**config.mk**
```make
export PLATFORM = sky130hd
export DESIGN_NAME = gf180mcu_dlyline_cal_ctrl
export DESIGN_NICKNAME = d
export VERILOG_FILES = /design/src/rtl/gf180mcu_dlyline_cal_ctrl.sv
export SDC_FILE = /design/constraint.sdc
export NUM_CORES = 1
export LEC_CHECK = 0
export BUFFER_PORTS_ARGS = -buffer_cell sky130_fd_sc_hd__buf_2
export CELL_PAD_IN_SITES_DETAIL_PLACEMENT = 0
export CELL_PAD_IN_SITES_GLOBAL_PLACEMENT = 1
export CORE_MARGIN = 2
export CORE_UTILIZATION = 33
export CTS_CLUSTER_DIAMETER = 60
export DETAILED_ROUTE_END_ITERATION = 10
export PLACE_DENSITY = 0.71
export SKIP_CTS_REPAIR_TIMING = 1
export SYNTH_ARGS = -nofsm -noshare
export SYNTH_HDL_FRONTEND = slang
export SYNTH_SLANG_ARGS = --single-unit
export TNS_END_PERCENT = 50
```
**constraint.sdc**
```tcl
create_clock -name CLK -period 1.5 [get_ports CLK]
set_input_delay 0.15 -clock CLK [delete_from_list [all_inputs] [get_ports CLK]]
set_output_delay 0.15 -clock CLK [all_outputs]
set_load 0.01 [all_outputs]
```
**src/rtl/gf180mcu_dlyline_cal_ctrl.sv**
```systemverilog
`default_nettype none
// ---------------------------------------------------------------------------
// gf180mcu_dlyline_cal_ctrl : tap-sweep calibration sequencer for a dlya delay
// line; optional LOCKED-state tracking enabled by macro DLYCAL_TRACK_EN. Rev 1.0
// ---------------------------------------------------------------------------
module gf180mcu_dlyline_cal_ctrl #(
  parameter int TAP_W        = 4,
  parameter int SETTLE_CYC   = 4,
  parameter int TRACK_PERIOD = 64
) (
  input  logic             CLK,
  input  logic             RN,
  input  logic             START,
  input  logic             PD,
  output logic [TAP_W-1:0] TAP,
  output logic             BUSY,
  output logic             DONE,
  output logic             LOCK,
  output logic             FAIL
);

  localparam logic [TAP_W-1:0] TAP_MAX     = '1;
  localparam logic [7:0]       SETTLE_LAST = 8'(SETTLE_CYC - 1);

  if (SETTLE_CYC < 2 || SETTLE_CYC > 255 || TRACK_PERIOD < SETTLE_CYC + 1) begin : g_param_check
    $error("gf180mcu_dlyline_cal_ctrl: illegal SETTLE_CYC/TRACK_PERIOD");
  end

  typedef enum logic [2:0] {
    ST_IDLE   = 3'd0,
    ST_SETTLE = 3'd1,
    ST_SAMPLE = 3'd2,
    ST_LOCKED = 3'd3,
    ST_FAILED = 3'd4
  } state_t;

  state_t     state;
  logic [7:0] cnt;
  logic       pd_meta;
  logic       pd_s;

`ifdef DLYCAL_TRACK_EN
  localparam int             TRK_W      = $clog2(TRACK_PERIOD);
  localparam logic [TRK_W-1:0] TRACK_LAST = TRK_W'(TRACK_PERIOD - 1);
  logic [TRK_W-1:0] track_cnt;
`endif

  always_ff @(posedge CLK or negedge RN) begin
    if (!RN) begin
      state   <= ST_IDLE;
      TAP     <= '0;
      BUSY    <= 1'b0;
      DONE    <= 1'b0;
      LOCK    <= 1'b0;
      FAIL    <= 1'b0;
      cnt     <= '0;
      pd_meta <= 1'b0;
      pd_s    <= 1'b0;
`ifdef DLYCAL_TRACK_EN
      track_cnt <= '0;
`endif
    end else begin
      pd_meta <= PD;
      pd_s    <= pd_meta;
      DONE    <= 1'b0;
      unique case (state)
        ST_IDLE, ST_LOCKED, ST_FAILED: begin
          if (START) begin
            TAP   <= '0;
            cnt   <= '0;
            BUSY  <= 1'b1;
            LOCK  <= 1'b0;
            FAIL  <= 1'b0;
            state <= ST_SETTLE;
          end
`ifdef DLYCAL_TRACK_EN
          // Slow dither around the edge; saturates at both ends of the line.
          else if (state == ST_LOCKED) begin
            if (track_cnt == TRACK_LAST) begin
              track_cnt <= '0;
              if (pd_s) begin
                if (TAP != '0) TAP <= TAP - 1'b1;
              end else if (TAP != TAP_MAX) begin
                TAP <= TAP + 1'b1;
              end
            end else begin
              track_cnt <= track_cnt + 1'b1;
            end
          end
`endif
        end
        ST_SETTLE: begin
          cnt <= cnt + 1'b1;
          if (cnt == SETTLE_LAST) state <= ST_SAMPLE;
        end
        ST_SAMPLE: begin
          if (pd_s) begin
            LOCK  <= 1'b1;
            BUSY  <= 1'b0;
            DONE  <= 1'b1;
            state <= ST_LOCKED;
`ifdef DLYCAL_TRACK_EN
            track_cnt <= '0;
`endif
          end else if (TAP == TAP_MAX) begin
            FAIL  <= 1'b1;
            BUSY  <= 1'b0;
            DONE  <= 1'b1;
            state <= ST_FAILED;
          end else begin
            // Only tap change during a sweep: keeps the mux select glitch-free.
            TAP   <= TAP + 1'b1;
            cnt   <= '0;
            state <= ST_SETTLE;
          end
        end
        default: state <= ST_IDLE;
      endcase
    end
  end

endmodule
`default_nettype wire

```
Word-level counts from Yosys, hierarchy flattened
Index checks and enable logic that the tools add are counted.
- $add $sub $neg: 2
- equality and inequality tests: 13
- mux-type cells: 26
- reduce and logical (&&, ||, !) cells: 10
- operators with widths (cell ; count):
    two-way mux 8 bit ; 3
    one-hot mux 8 bit (3 select lines) ; 1
    two-way mux 3 bit ; 4
    two-way mux 4 bit ; 3
    != test 2 bit (second input constant) ; 6
    AND reduction 4 bit ; 3
    two-way mux 1 bit ; 10
    one-hot mux 3 bit (3 select lines) ; 1
    adder 8 x 1 -> 8 bit (second input constant) ; 1
    equality test 8 x 2 -> 1 bit (second input constant) ; 1
    one-hot mux 4 bit (2 select lines) ; 1
    equality test 3 x 2 -> 1 bit (second input constant) ; 2
    one-hot mux 1 bit (2 select lines) ; 3
    AND reduction 3 bit ; 2
    adder 4 x 1 -> 4 bit (second input constant) ; 1
    equality test 4 bit (second input constant) ; 1
    equality test 3 x 1 -> 1 bit (second input constant) ; 1
    equality test 3 bit (second input constant) ; 1
    logical NOT 3 bit ; 1
    != test 3 bit (second input constant) ; 1
    nonzero test 3 bit ; 1
    OR reduction 3 bit ; 1
    AND reduction 2 bit ; 1
    nonzero test 2 bit ; 1
- register bits after elaboration: 21
- bits of input ports: 4
- output and inout port bits: 8
- logic and storage cells: 60

Logic depth before layout (Yosys ltp)
Gate-level depths: netlist of the first run.
- depth in word-level cells: 4
- depth in mapped cells: 6
- depth with buffers taken out: 5

Least setup slack after synthesis of the first run
Ideal clock, no wire load.
- path kind: reg-to-reg
- start point: register TAP[0]
- end point: register cnt[7]
- setup time: 0.126 ns
- data arrival time: 1.350 ns
- data required time: 1.374 ns
- slack: 0.024 ns
- cell stages (with the launch flop): 6
- path buffers: 0
- clock period less this slack: 1.476 ns
- cell sequence: dfrtp_1 > ha_1 > nand3_1 > nand2_2 > and3_4 > a221o_1
- longest elaborated chain between the ends: 3
- ends and longest elaborated chain (item ; line ; RTL):
    from (decl) ; 15 ; output logic [TAP_W-1:0] TAP,
    from (signal assigned) ; 112 ; TAP <= TAP + 1'b1;
    equality test 4 bit ; 105 ; end else if (TAP == TAP_MAX) begin
    != test 2 bit (no source line) ; - ;
    AND reduction 4 bit (no source line) ; - ;
    to (signal assigned) ; 93 ; cnt <= cnt + 1'b1;
    to (decl) ; 38 ; logic [7:0] cnt;
No other way between the ends.
A chain may end at the register's enable or synchronous reset.

Worst setup path after layout of the first run
- start point: register state[0]
- end point: register cnt[7]
- longest elaborated chain between the ends: 4
- elaborated cells on any way between the ends: 12
- classes of those cells: eq/ne: 7; mux: 1; reduce/logical: 4
- ends and longest elaborated chain (item ; line ; RTL):
    from (decl) ; 37 ; state_t state;
    from (signal assigned) ; 50 ; state <= ST_IDLE;
    from (signal assigned) ; 74 ; state <= ST_SETTLE;
    from (signal assigned) ; 94 ; if (cnt == SETTLE_LAST) state <= ST_SAMPLE;
    equality test 3 x 2 -> 1 bit (tied with other cells) ; 66 ; unique case (state)
    OR reduction 3 bit ; 66 ;
    != test 2 bit (no source line) / nonzero test 3 bit (equally long branches) ; - ;
    AND reduction 4 bit (no source line) ; - ;
Parallel ways exist; a longest one is shown, timed or not.

==> results of run 1 <==
state kept, by name, indices dropped and copies added (netlist names):
register / cells
cnt: 8
TAP: 4
state: 3
BUSY: 1
DONE: 1
FAIL: 1
LOCK: 1
pd_meta: 1
pd_s: 1
worst min path at each step:
stage,start,end,slack (ns),cells past startpoint
global placement,RN,cnt[7],0.14,1
finish,START,BUSY,0.20,3
floorplan,RN,BUSY,-0.15,0
global route,START,BUSY,0.21,3
CTS,RN,state[2],-0.21,1
detailed placement,RN,cnt[5],0.14,1
routing by layer:
layer  track usage (%)  share of wire (%)
met5                 0                  0
met4             3.727               0.51
met3             3.782                3.7
met2             24.47                 48
met1             19.07                 48
worst reg2reg max path, cell delays in order, from the launching register on:
cell     delay, ns
dfrtp_2       0.48
nor4b_4       0.31
nand2_2       0.12
and3_4        0.17
a221o_1       0.30
kinds of logic after synthesis:
group                    after synthesis  synth area share, %
AO/OA/AOI/OAI                         32                20.26
buffers and inverters                  6                2.793
adder cells (fa/ha/maj)                2                2.328
flip-flops                            21                48.89
AND/OR/NAND/NOR                       46                23.87
multiplexers                           2                1.863
through the flow:
step                      instances  area, µm²  utilization (%)  setup slack (ns)
after global placement          173       1260            40.94           0.04281
final                           181       1326            43.09           0.01420
after global routing            181       1326            43.09          -0.02504
after floorplan                 109       1075                -           0.02364
after CTS                       177       1286            41.79         -0.008306
after detailed placement        173       1260            40.94           0.02523
cell usage in the layout (no fill, tap or decap), drive strengths merged, types with 2 or more instances in the layout:
cell         netlist  routed
buf                4      26
a21oi              8       8
clkbuf             0       4
dfrtp             21      21
nor2               9       9
o21a               2       2
mux2i              2       2
ha                 2       2
o211ai             3       3
a31oi              5       5
a211o              2       2
nor4               2       2
nand3              6       6
nand2             11      11
o21ai              4       4
nand2b             4       4
nor3               3       3
dlygate4sd3        0       2
nor2b              2       2
and3               4       4
power by group through the flow:
stage	sequential, mW	clock [mW]	combinational (mW)
final	0.930	0.270	0.962
after global routing	0.961	0.307	1.09
after CTS	0.923	0.288	0.930
after detailed placement	0.935	0	0.925
after global placement	0.927	0	0.919
after floorplan	0.915	0	0.600
area by class of cell:
class	count	area (µm²)	area share (%)
Sequential cell	21	528.0	39.81
Multi-Input combinational cell	82	521.8	39.34
Timing Repair Buffer	28	187.7	14.15
Tap cell	44	55.05	4.151
Clock buffer	4	26.28	1.981
Inverter	2	7.507	0.5660
==> impl_metrics.toml, run 1 <==
[logic_synthesis]
synthCells = 109
avgSynthCellArea_um2 = 9.860
yosysUniqueCellTypes = 37
synth_flop_cell = "dfrtp_1"
ys_async_sr_fraction_pct = 100.0
synth_most_common_cell = "dfrtp_1"
synth_edf_count = 0
synth.ff_latch_count = 21
synth.top_cell.area_share_pct = 48.89
synth_warnings = 0
synth_top_area_cell = "dfrtp_1"
ys_seq_area_share_pct = 48.89
synth_area_mm2 = 0.001075
synthTopCellsByArea = "dfrtp_1, a21oi_1, nand2_1"
synth_common_cells = "dfrtp_1, nand2_1, nor2_1"
syn_nets = 115

[pwr]
p_int_mw = 1.323
worst_ir_drop_vdd_mv = 0.6911
p_sw_share_pct = 38.81
p_leak_nw = 0.6227
p_clk_share_pct = 12.5
switchingPower_mw = 0.8391
fin_total_pwr_mw = 2.162
power_frac_seq_pct = 43.0
combPwrFrac_pct = 44.5
powerDensity_mw_per_mm2 = 1630

[clock_network]
clock-sinks = 21
clockRootBuffer = "clkbuf_4"
clkTransAtPathRegs_ns = 0.12
cts_max_path_buffers = 2
clkLatencyLatePin_ns = 0.30
tritoncts = "done"
htree_levels = 1
numCtsBuffers = 3

[sta]
setup_tns_ns = 0
rsz0062_at_grt = "yes"
clock.fmax_ghz = 0.6730
tightest_slew_ns = 0.4754
whs_ns = 0.2001
layout_min_cycle_time_ns = 1.486
drv_slew = 0
fin_crit_sh_pct = 99.05
final_hold_viol_count = 0
fin_skew_ns = 0.005958
slew_headroom_pct = 68.31
setup_viol = 0

[setup_path]
crit_end = "cnt[7]"
cp_data_required_time_ns = 1.69
critPathLaunchType = "register"
path_delay_family = "simple AND/OR/NAND/NOR gates"
rrSetupSlack_ns = 0.01
critPathKind = "reg2reg"
critPathBufInv = 0
arrival_ns = 1.68
slowest_stage = "dfrtp_2"
r2r_start = "state[0]"
reg2reg_depth = 4
crit_chain = "nor4b_4 -> nand2_2 -> and3_4 -> a221o_1"
max_stage_delay_ns = 0.48
r2r_end = "cnt[7]"
cp-startpoint = "state[0]"
path_depth = 4
worst_setup_path_end_kind = "register"
path_max_fanout = 8

[global_routing]
track_usage_pct = 14.67
grt_pass1_wl_mm = 4.008
gr-total-overflow = 0
grt_start_max_net_pins = 22
grt_pass1_vias = 857
antenna_found_initial = 0

[placed_design]
gp_congestion = 0.8008
io_buffers = 11
dp_hpwl_mm = 1.706

[status]
run_status = "finished, final reports clean"

[detailed_routing]
drt_first_pass_iters = 4
first_iter_violations = 46
via_count = 926
routed_via_density = 5.116
drc_errors = 0
wl_mm = 2.345
wl_per_cell_um = 12.96
ant_nets = 0

[final_layout]
syn_to_final_growth_pct = 23.40
antennaDiodeCount = 0
nNetsFinal = 144
drive_gt1_share_pct = 25.55
fillers = 318

[run]
max_cap_violations = 0

[min_path]
hold_path.class = "in2reg"

[die]
die_y_um = 61.07
die_x_um = 61.07
coreArea_mm2 = 0.003078
die_area_mm2 = 0.003730
io_pins = 12
start_util_pct = 34.92
rows = 20
No activity file was read; power rests on OpenSTA's default activity.
==> run 2: changes to the inputs <==
Settings changed: PLACE_DENSITY 0.71 to 0.62.
==> run 2 against run 1 <==
Against the previous run: count of clock-buffer cells in the layout fell by 1; sequential power fell by 0.8%; clock skew fell by 0.0043 ns; power rose by 1.5%; first-iteration DRC count rose by 11%; sequential cell count did not move; non-clock buffer count rose by 4; critical endpoint unchanged; highest routed layer unchanged.
==> impl_metrics.toml, run 2 (synthesis gave the netlist of run 1 again) <==
[global_routing]
track_usage_pct = 15.29
antenna_found_initial = 0
grt_pass1_vias = 856
gr-total-overflow = 0
grt_pass1_wl_mm = 4.140
grt_start_max_net_pins = 22

[pwr]
worst_ir_drop_vdd_mv = 0.8589
p_clk_share_pct = 13.1
combPwrFrac_pct = 44.9
switchingPower_mw = 0.8686
power_frac_seq_pct = 42.0
p_int_mw = 1.326
p_leak_nw = 0.6449
p_sw_share_pct = 39.58
fin_total_pwr_mw = 2.195
powerDensity_mw_per_mm2 = 1611

[final_layout]
largest_register_ffs = 8
largest_registers = "cnt x8, TAP x4, state x3"
nNetsFinal = 148
syn_to_final_growth_pct = 26.78
top_register = "cnt"
antennaDiodeCount = 0
final_cell_mix = "dfrtp_1, buf_4, buf_2"
drive_gt1_share_pct = 29.08
fin_cells = 185
stdcell_area_mm2 = 0.001363

[sta]
setup_viol = 0
fin_skew_ns = 0.001670
drv_slew = 0
setup_slack_ns = 0.05003
tightest_slew_ns = 0.4957
layout_min_cycle_time_ns = 1.450
final_hold_viol_count = 0
whs_ns = 0.1735
slew_headroom_pct = 66.95
clock.fmax_ghz = 0.6897
fin_crit_sh_pct = 96.66

[detailed_routing]
routed_via_density = 5.114
drt_first_pass_iters = 4
first_iter_violations = 51
wl_mm = 2.511
ant_nets = 0
via_count = 946
drc_errors = 0
wl_per_cell_um = 13.57

[setup_path]
crit_chain = "nor4b_4 -> nand2_2 -> and3_4 -> a221o_1"
critPathKind = "reg2reg"
worst_setup_path_end_kind = "register"
path_delay_family = "simple AND/OR/NAND/NOR gates"
slowest_stage = "dfrtp_2"
arrival_ns = 1.66
critPathBufInv = 0
max_stage_delay_ns = 0.48
cp_data_required_time_ns = 1.71
path_max_fanout = 7
critPathLaunchType = "register"

[die]
die_y_um = 61.07
die_x_um = 61.07
rows = 20
io_pins = 12
start_util_pct = 34.92
die_area_mm2 = 0.003730
coreArea_mm2 = 0.003078

[min_path]
hold_path.class = "in2reg"

[placed_design]
gp_congestion = 0.7737
placed_area_mm2 = 0.001267
placed_cells = 174
dp_hpwl_mm = 1.781
io_buffers = 11
dp_slack_ns = -0.01117

[clock_network]
numCtsBuffers = 3
clockRootBuffer = "clkbuf_4"
clock-sinks = 21
tritoncts = "done"
clkTransAtPathRegs_ns = 0.13
htree_levels = 1
clkLatencyLatePin_ns = 0.31
cts_max_path_buffers = 2

[run]
max_cap_violations = 0

[status]
run_status = "finished, final reports clean"
run 2: final timing paths:
path	slack, ns	depth (start not counted)	from	to
setup reg to reg	0.05	4	state[0]	cnt[7]
hold reg to reg	0.37	0	pd_meta	pd_s
setup / recovery	0.05	4	state[0]	cnt[7]
min in group asynchronous	0.32	2	RN	BUSY
max in group asynchronous	0.82	2	RN	state[0]
hold / removal	0.17	3	START	BUSY
run 2: per-layer routing:
metal	GRT usage [%]	wire length [µm]	part of all wire, %	up-vias
met4	2.795	21	0.84	0
met2	22.80	1119	45	20
met5	0	0	0	-
met1	22.35	1253	50	455
met3	4.412	118	4.7	2
li1	-	-	-	469
run 2: final cells by class:
cell class | count | area (µm²)
Clock buffer | 3 | 22.52
Clock inverter | 1 | 5.005
Fill cell | 310 | 1715
Inverter | 2 | 7.507
Multi-Input combinational cell | 82 | 526.8
Sequential cell | 21 | 528.0
Tap cell | 44 | 55.05
Timing Repair Buffer | 32 | 217.7
run 2: per-stage QoR:
stage / setup TNS, ns / utilization (%)
3_3_place_gp: -0.03747 / 41.18
2_1_floorplan: 0 / -
6_report: 0 / 44.27
4_1_cts: -0.1602 / 42.07
5_1_grt: -0.02319 / 44.27
3_5_place_dp: -0.01638 / 41.18
run 2: worst min-delay path, cell delays in order:
cell and delay [ns]:
buf_2 0.14, a21oi_1 0.12, a31oi_1 0.05
run 2: power by group through the flow:
stage / registers (mW) / clock network (mW) / logic [mW]
floorplan: 0.915 / 0 / 0.600
global placement: 0.923 / 0 / 0.941
detailed placement: 0.930 / 0 / 0.938
CTS: 0.922 / 0.299 / 0.940
global route: 0.954 / 0.330 / 1.11
finish: 0.923 / 0.287 / 0.985
